`config.mk`:
```
export PLATFORM = sky130hd
export DESIGN_NAME = muldiv_unit_flat
export DESIGN_NICKNAME = d
export VERILOG_FILES = /design/src/rtl/muldiv_unit_pkg.sv /design/src/rtl/muldiv_unit_if.sv /design/src/rtl/muldiv_unit_div_step.sv /design/src/rtl/muldiv_unit.sv /design/src/flat_wrapper.sv
export SDC_FILE = /design/constraint.sdc
export NUM_CORES = 2
export LEC_CHECK = 0
export CORE_UTILIZATION = 60
export DETAILED_ROUTE_END_ITERATION = 10
export DONT_BUFFER_PORTS = 1
export GPL_TIMING_DRIVEN = 0
export PLACE_DENSITY = 0.76
export SLEW_MARGIN = 5
export SYNTH_ARGS = -nofsm -noshare
export SYNTH_HDL_FRONTEND = slang
export SYNTH_HIERARCHICAL = 1
export SYNTH_SLANG_ARGS = --single-unit
```
`constraint.sdc`:
```
create_clock -name clk -period 9.8 [get_ports clk]
set_input_delay 0.98 -clock clk [delete_from_list [all_inputs] [get_ports clk]]
set_output_delay 0.98 -clock clk [all_outputs]
set_load 0.01 [all_outputs]
```
`src/rtl/muldiv_unit_pkg.sv`:
```
// Shared execute-stage types for the integer multiply/divide engine:
// word and decoded-op types, engine FSM states, and op-class helpers.
package muldiv_unit_pkg;

    typedef logic [31:0] word_t;

    typedef enum logic [3:0] {
        OP_NOP,
        OP_ADD,
        OP_SUB,
        OP_AND,
        OP_OR,
        OP_SLT,
        OP_MULT,
        OP_MULTU,
        OP_DIV,
        OP_DIVU,
        OP_MFHI,
        OP_MFLO
    } decoded_op_t;

    typedef enum logic [2:0] {
        IDLE,
        MUL,
        DIV,
        FIX,
        DONE
    } muldiv_state_t;

    localparam int MUL_LAT_DEFAULT   = 3;
    localparam int DIV_ITERS_DEFAULT = 32;

    function automatic logic is_muldiv_op(input decoded_op_t op);
        return op inside {OP_MULT, OP_MULTU, OP_DIV, OP_DIVU};
    endfunction

    function automatic logic is_mul_op(input decoded_op_t op);
        return op inside {OP_MULT, OP_MULTU};
    endfunction

    function automatic logic is_signed_op(input decoded_op_t op);
        return op inside {OP_MULT, OP_DIV};
    endfunction

endpackage

```
`src/rtl/muldiv_unit_if.sv`:
```
// Execute-stage functional unit <-> mul/div engine connection.
// master = functional unit side, slave = engine side.
interface muldiv_unit_if;
    import muldiv_unit_pkg::*;

    logic        flushE;
    logic        first_cycleE;
    logic        multen;
    decoded_op_t mult_op;
    word_t       multsrca;
    word_t       multsrcb;
    word_t       hi;
    word_t       lo;
    logic        multok;

    modport master (
        output flushE, first_cycleE, multen, mult_op, multsrca, multsrcb,
        input  hi, lo, multok
    );

    modport slave (
        input  flushE, first_cycleE, multen, mult_op, multsrca, multsrcb,
        output hi, lo, multok
    );

endinterface

```
`src/rtl/muldiv_unit_div_step.sv`:
```
// One restoring radix-2 division iteration on unsigned magnitudes.
// The trial remainder is 33 bits so divisors with bit 31 set still work.
module muldiv_unit_div_step
    import muldiv_unit_pkg::*;
(
    input  word_t rem,
    input  word_t q,
    input  word_t divisor,
    output word_t rem_nxt,
    output word_t q_nxt
);

    logic [32:0] trial;
    logic [32:0] diff;
    logic        fits;

    assign trial   = {rem, q[31]};
    assign diff    = trial - {1'b0, divisor};
    assign fits    = ~diff[32];
    assign rem_nxt = fits ? diff[31:0] : trial[31:0];
    assign q_nxt   = {q[30:0], fits};

endmodule

```
`src/rtl/muldiv_unit.sv`:
```
// Multi-cycle MULT/MULTU/DIV/DIVU engine returning HI/LO with a registered
// completion flag; one operation at a time, restartable and flushable.
module muldiv_unit
    import muldiv_unit_pkg::*;
#(
    parameter int MUL_LAT   = MUL_LAT_DEFAULT,
    parameter int DIV_ITERS = DIV_ITERS_DEFAULT
) (
    input logic           clk,
    input logic           reset,
    muldiv_unit_if.slave  bus
);

    localparam int CNT_MAX = (DIV_ITERS > MUL_LAT) ? DIV_ITERS : MUL_LAT;
    localparam int CNT_W   = $clog2(CNT_MAX + 1);

    muldiv_state_t     state, state_nxt;
    logic [CNT_W-1:0]  cnt, cnt_nxt;
    logic              start;
    logic              load, step, wr_mul, wr_div;

    word_t             hi_q, lo_q;
    logic              ok_q;

    word_t             srca_p0, srcb_p0;
    logic              sgn_p0;
    word_t             rem_p1, q_p1, dvsr_p1;
    word_t             rem_step, q_step;

    logic signed [32:0] mul_a_p0, mul_b_p0;
    logic signed [63:0] prod_p0;
    logic signed [63:0] prod_tap;
    logic [63:0]        div_res;

    function automatic word_t magnitude(input word_t v, input logic sgn);
        return (sgn && v[31]) ? -v : v;
    endfunction

    // Divide-by-zero bypasses the sign fix so the result is deterministic.
    function automatic logic [63:0] fix_result(input word_t q, input word_t rem,
                                               input word_t a, input word_t b,
                                               input logic sgn);
        word_t qf, rf;
        if (b == '0) begin
            return {a, 32'hFFFF_FFFF};
        end
        qf = (sgn && (a[31] ^ b[31])) ? -q : q;
        rf = (sgn && a[31]) ? -rem : rem;
        return {rf, qf};
    endfunction

    assign start = bus.multen & bus.first_cycleE & ~bus.flushE & is_muldiv_op(bus.mult_op);

    always_comb begin
        state_nxt = state;
        cnt_nxt   = cnt;
        load      = 1'b0;
        step      = 1'b0;
        wr_mul    = 1'b0;
        wr_div    = 1'b0;
        if (bus.flushE) begin
            state_nxt = IDLE;
            cnt_nxt   = '0;
        end else if (start) begin
            load      = 1'b1;
            cnt_nxt   = '0;
            state_nxt = is_mul_op(bus.mult_op) ? MUL : DIV;
        end else begin
            unique case (state)
                MUL: begin
                    if (cnt == CNT_W'(MUL_LAT - 2)) begin
                        wr_mul    = 1'b1;
                        state_nxt = DONE;
                        cnt_nxt   = '0;
                    end else begin
                        cnt_nxt = cnt + CNT_W'(1);
                    end
                end
                DIV: begin
                    step = 1'b1;
                    if (cnt == CNT_W'(DIV_ITERS - 1)) begin
                        state_nxt = FIX;
                        cnt_nxt   = '0;
                    end else begin
                        cnt_nxt = cnt + CNT_W'(1);
                    end
                end
                FIX: begin
                    wr_div    = 1'b1;
                    state_nxt = DONE;
                end
                IDLE, DONE: ;
                default: state_nxt = IDLE;
            endcase
        end
    end

    // Stage p0: operand capture; stage p1: division iteration registers.
    always_ff @(posedge clk) begin
        if (load) begin
            srca_p0 <= bus.multsrca;
            srcb_p0 <= bus.multsrcb;
            sgn_p0  <= is_signed_op(bus.mult_op);
            rem_p1  <= '0;
            q_p1    <= magnitude(bus.multsrca, is_signed_op(bus.mult_op));
            dvsr_p1 <= magnitude(bus.multsrcb, is_signed_op(bus.mult_op));
        end else if (step) begin
            rem_p1  <= rem_step;
            q_p1    <= q_step;
        end
    end

    muldiv_unit_div_step u_div_step (
        .rem     (rem_p1),
        .q       (q_p1),
        .divisor (dvsr_p1),
        .rem_nxt (rem_step),
        .q_nxt   (q_step)
    );

    assign mul_a_p0 = {sgn_p0 & srca_p0[31], srca_p0};
    assign mul_b_p0 = {sgn_p0 & srcb_p0[31], srcb_p0};
    assign prod_p0  = 64'(mul_a_p0) * 64'(mul_b_p0);

    // Retiming stages behind the multiplier; the tap is valid once the
    // counter has walked MUL_LAT-1 cycles from the operand capture.
    if (MUL_LAT == 2) begin : g_mul_comb
        assign prod_tap = prod_p0;
    end else begin : g_mul_pipe
        logic signed [63:0] prod_pipe [MUL_LAT-2];
        always_ff @(posedge clk) begin
            prod_pipe[0] <= prod_p0;
            for (int i = 1; i < MUL_LAT - 2; i++) begin
                prod_pipe[i] <= prod_pipe[i-1];
            end
        end
        assign prod_tap = prod_pipe[MUL_LAT-3];
    end

    assign div_res = fix_result(q_p1, rem_p1, srca_p0, srcb_p0, sgn_p0);

    always_ff @(posedge clk or posedge reset) begin
        if (reset) begin
            state <= IDLE;
            cnt   <= '0;
            hi_q  <= '0;
            lo_q  <= '0;
            ok_q  <= 1'b0;
        end else begin
            state <= state_nxt;
            cnt   <= cnt_nxt;
            ok_q  <= (state_nxt == DONE);
            if (wr_mul) begin
                {hi_q, lo_q} <= prod_tap;
            end else if (wr_div) begin
                {hi_q, lo_q} <= div_res;
            end
        end
    end

    assign bus.hi     = hi_q;
    assign bus.lo     = lo_q;
    assign bus.multok = ok_q;

endmodule

```
`src/flat_wrapper.sv`:
```
// flat-port wrapper written by rule: the top's interface ports become plain ports
module muldiv_unit_flat import muldiv_unit_pkg::*;
#(
    parameter int MUL_LAT   = MUL_LAT_DEFAULT,
    parameter int DIV_ITERS = DIV_ITERS_DEFAULT
)
  (clk, reset, bus_flushE, bus_first_cycleE, bus_multen, bus_mult_op, bus_multsrca, bus_multsrcb, bus_hi, bus_lo, bus_multok);
  muldiv_unit_if bus_i ();
  input logic clk;
  input logic reset;
  input wire logic [$bits(bus_i.flushE)-1:0] bus_flushE;
  input wire logic [$bits(bus_i.first_cycleE)-1:0] bus_first_cycleE;
  input wire logic [$bits(bus_i.multen)-1:0] bus_multen;
  input wire logic [$bits(bus_i.mult_op)-1:0] bus_mult_op;
  input wire logic [$bits(bus_i.multsrca)-1:0] bus_multsrca;
  input wire logic [$bits(bus_i.multsrcb)-1:0] bus_multsrcb;
  output wire logic [$bits(bus_i.hi)-1:0] bus_hi;
  output wire logic [$bits(bus_i.lo)-1:0] bus_lo;
  output wire logic [$bits(bus_i.multok)-1:0] bus_multok;
  assign bus_i.flushE = bus_flushE;
  assign bus_i.first_cycleE = bus_first_cycleE;
  assign bus_i.multen = bus_multen;
  assign bus_i.mult_op = bus_mult_op;
  assign bus_i.multsrca = bus_multsrca;
  assign bus_i.multsrcb = bus_multsrcb;
  assign bus_hi = bus_i.hi;
  assign bus_lo = bus_i.lo;
  assign bus_multok = bus_i.multok;
  muldiv_unit #(.MUL_LAT(MUL_LAT), .DIV_ITERS(DIV_ITERS)) u_core (.clk(clk), .reset(reset), .bus(bus_i));
endmodule
```
==> summary.txt <==
Floorplan
  • CORE AREA: 88400 um2
  • Die span in x: 300 um
  • Die span in y: 300 um
  • I/O pin total: 138
  • Site row count: 109
  • Initial core utilization: 60.5%
  • Die Area: 90300 um2

GRT
  • Grt total ovfl: 0
  • Total Routing Usage GR: 45.9%
  • Vias in the first global route: 43700
  • First-pass GRT wire length: 293000 um
  • Largest net degree at the start of global routing: 63
  • Initial antenna violation count: 19

STA
  • Setup_tns: 0 ns
  • Least-Margin Pin Slew: 1.33 ns
  • Fin crit share: 99.5%
  • Max_slew headroom: 11.2%
  • Final Max Tran Viols: 0
  • Final Hold Fails: 0
  • Final setup viols: 0
  • Skew final: 0.0125 ns
  • Fmax: 103 MHz
  • Final hold slack: 0.232 ns
  • Minimum clock period: 9.75 ns
  • RSZ-0062 raised after global routing: no

Synthesis
  • Sequential area share after synthesis: 14.3%
  • Synth Register Bits: 298
  • Post-synthesis cell area: 53500 um2
  • Post-synth EDFFs: 128
  • Syn Area/Cell: 9.28 um2
  • Post-synth cell types: 90
  • Synth Flop Type: edfxtp_1
  • Cell count after synthesis: 5762
  • Ys async rst share: 24.8%
  • Synthesis Warnings: 6
  • Syn Nets: 7212

Detailed routing
  • DR WL/cell: 28.9 um
  • Residual DRC count: 0
  • TritonRoute pass-1 iters: 6
  • Drt total wl: 202000 um
  • DR vias: 42900
  • Remaining antenna violation count after routing: 0
  • Vias per inst: 6.14
  • DRT iter0 DRCs: 5160

CTS
  • Clock root buffer: clkbuf_16
  • Max Root-Sink Buffers: 3
  • Num CTS Buffers: 25
  • Skew-Pair Late Insertion Delay: 0.56 ns
  • Sink Count: 298
  • TritonCTS clock tree: built
  • Hold Buf Count CTS: 0
  • H-tree levels: 1
  • Clock slew at reported path FFs: 0.07 ns

Placed design
  • Routability cong.: 1.08
  • PortBufs: 0
  • HPWL after DPL: 164000 um

Worst setup path
  • Worst path required time: 10.20 ns
  • Worst Path Max Fanout: 10
  • Setup CP Type: flop to flop
  • Worst-path cell chain: clkbuf_1 -> nand2_1 -> fa_1 -> fa_1 -> inv_1 -> fa_1 -> inv_1 -> fa_1 -> fa_1 -> inv_1 -> fa_1 -> fa_1 -> fa_1 -> ha_1 -> clkbuf_1 -> nand2_1 -> nand3_1 -> a2111oi_1 -> nand3_1 -> a21o_1 -> or2_2 -> a21oi_1 -> xnor2_2
  • Most used cell, CP: fa_1
  • CP max-delay cell: edfxtp_1
  • WP data arrival: 10.15 ns
  • Critical path endpoint category: flop
  • Worst setup SP type: flop
  • CP peak stage delay: 0.85 ns

Cells and area
  • Commonest non-fill, non-tap cell in the layout: inv_1
  • Final #Nets: 7252
  • Share of cells above drive strength 1: 3.90%
  • P&R area growth vs syn: 5.15%
  • Most frequent cells in the layout: inv_1 (1151), fa_1 (1125), nand2_1 (901)

Hold path
  • HP Class: primary input to asynchronous set/reset pin

Outcome
  • Status: completed

Flow run
  • Max_cap viols: 0
[final cells by class]
class | instances | area (um2)
repair buffers | 22 | 305
inverters | 1154 | 4350
clock inverters | 9 | 82.6
well taps | 1165 | 1460
diodes | 9 | 22.5
fillers | 7532 | 32200
multi-input cells | 3966 | 40100
clock buffers | 37 | 744
flip-flops and latches | 298 | 7620
plain buffers | 335 | 1540
[stage by stage]
step / setup WS (ns) / cells / utilization (%) / instance area (um2)
5_1_grt: 0.00244 / 6987 / 63.6 / 56200
3_3_place_gp: -1.49 / 6927 / 62.1 / 54900
3_5_place_dp: -1.39 / 6930 / 62.2 / 55000
4_1_cts: 0.00440 / 6972 / 63.2 / 55800
6_report: 0.0517 / 6995 / 63.6 / 56200
2_1_floorplan: 1.96 / 5762 / - / 53500
[critical path: cells and delay by family (launching register included)]
kind	cells	cell delay, ns
xor gates and xnor gates	1	0.24
buffers and inverters	5	1.18
adders and majority gates	9	4.94
and+or+nand+nor	5	1.04
AOI/OAI and AO/OA	3	1.32
DFF	1	0.85
[Yosys cell counts, types with 4 or more instances]
cell	instances	area share, %
a21o_1	55	0.77
xnor2_1	124	2.0
mux2_2	4	0.084
dfrtp_1	74	3.5
a221o_1	19	0.36
nor4_2	4	0.094
nand2_1	901	6.3
a31oi_1	30	0.35
nor4_1	27	0.32
o41ai_1	7	0.11
buf_4	36	0.51
nor2_1	159	1.1
o211ai_1	15	0.21
nand4_1	24	0.28
mux2_4	19	0.53
nand2b_1	17	0.20
a21boi_0	6	0.084
or2_2	16	0.19
clkbuf_1	298	2.1
o22ai_1	10	0.12
inv_1	1153	8.1
or3_1	16	0.19
ha_1	251	5.9
and3_1	32	0.37
o21a_1	12	0.17
nor3b_1	5	0.070
o31ai_1	34	0.48
o21ai_0	177	1.7
a21oi_1	191	1.8
or4_1	10	0.14
xor2_1	97	1.6
fa_1	1126	42
o2111ai_1	6	0.098
nand3b_1	7	0.098
nor2b_1	10	0.12
and2_1	372	4.4
dfxtp_1	96	3.6
o21bai_1	11	0.15
nor3_1	37	0.35
nand3_1	42	0.39
a211oi_1	31	0.44
edfxtp_1	128	7.2
[path summary, 6_finish.rpt]
| kind | from | to | slack [ns] | cells past startpoint |
|---|---|---|---|---|
| worst min register to register | u_core/g_mul_pipe.prod_pipe[0][3]$_DFF_P_ | u_core/bus.lo[3]$_DFFE_PP0P_ | 0.42 | 2 |
| worst max register to register | u_core/srca_p0[16]$_DFFE_PP_ | u_core/g_mul_pipe.prod_pipe[0][55]$_DFF_P_ | 0.05 | 23 |
| max in group asynchronous | reset | u_core/bus.hi[27]$_DFFE_PP0P_ | 8.97 | 2 |
| min in group clk | u_core/g_mul_pipe.prod_pipe[0][3]$_DFF_P_ | u_core/bus.lo[3]$_DFFE_PP0P_ | 0.42 | 2 |
| worst max-delay path | u_core/srca_p0[16]$_DFFE_PP_ | u_core/g_mul_pipe.prod_pipe[0][55]$_DFF_P_ | 0.05 | 23 |
| worst min-delay path | reset | u_core/cnt[0]$_DFFE_PP0P_ | 0.23 | 1 |
[cells by family after synthesis]
family / count (synthesis) / share of synthesized area [%]
adder cells (fa/ha/maj): 1377 / 48.0
multiplexers: 27 / 0.716
XOR/XNOR: 221 / 3.62
flip-flops: 298 / 14.3
AND/OR/NAND/NOR: 1702 / 15.0
buffers and inverters: 1498 / 10.9
AO/OA/AOI/OAI: 639 / 7.41
[timing repair]
item                                    in CTS  in global routing
endpoints found under the setup margin      23                 15
resized for setup                           17                111
pin swaps                                    0                  2
setup buffers                                0                 19
hold endpoints to repair                     0                  0
[flip-flops by register name, indices dropped and copies added, names as in the netlist]
register,cells
u_core/g_mul_pipe.prod_pipe,64
u_core/bus.hi,32
u_core/bus.lo,32
u_core/q_p1,32
u_core/rem_p1,32
u_core/srca_p0,32
u_core/srcb_p0,32
u_core/dvsr_p1,31
u_core/cnt,6
u_core/state,3
u_core/bus.multok,1
u_core/sgn_p0,1
[per-layer routing]
layer,up-vias,wire length (um),global-route usage [%]
met5,-,31,0
met4,4,18900,34.1
met3,698,25600,12.7
met2,2826,83900,65.0
met1,21800,73900,60.4
li1,17600,-,-
Power is left out: the tool's default activity adds up to more than one toggle a clock period on the data nets, which glitch-free logic cannot reach.
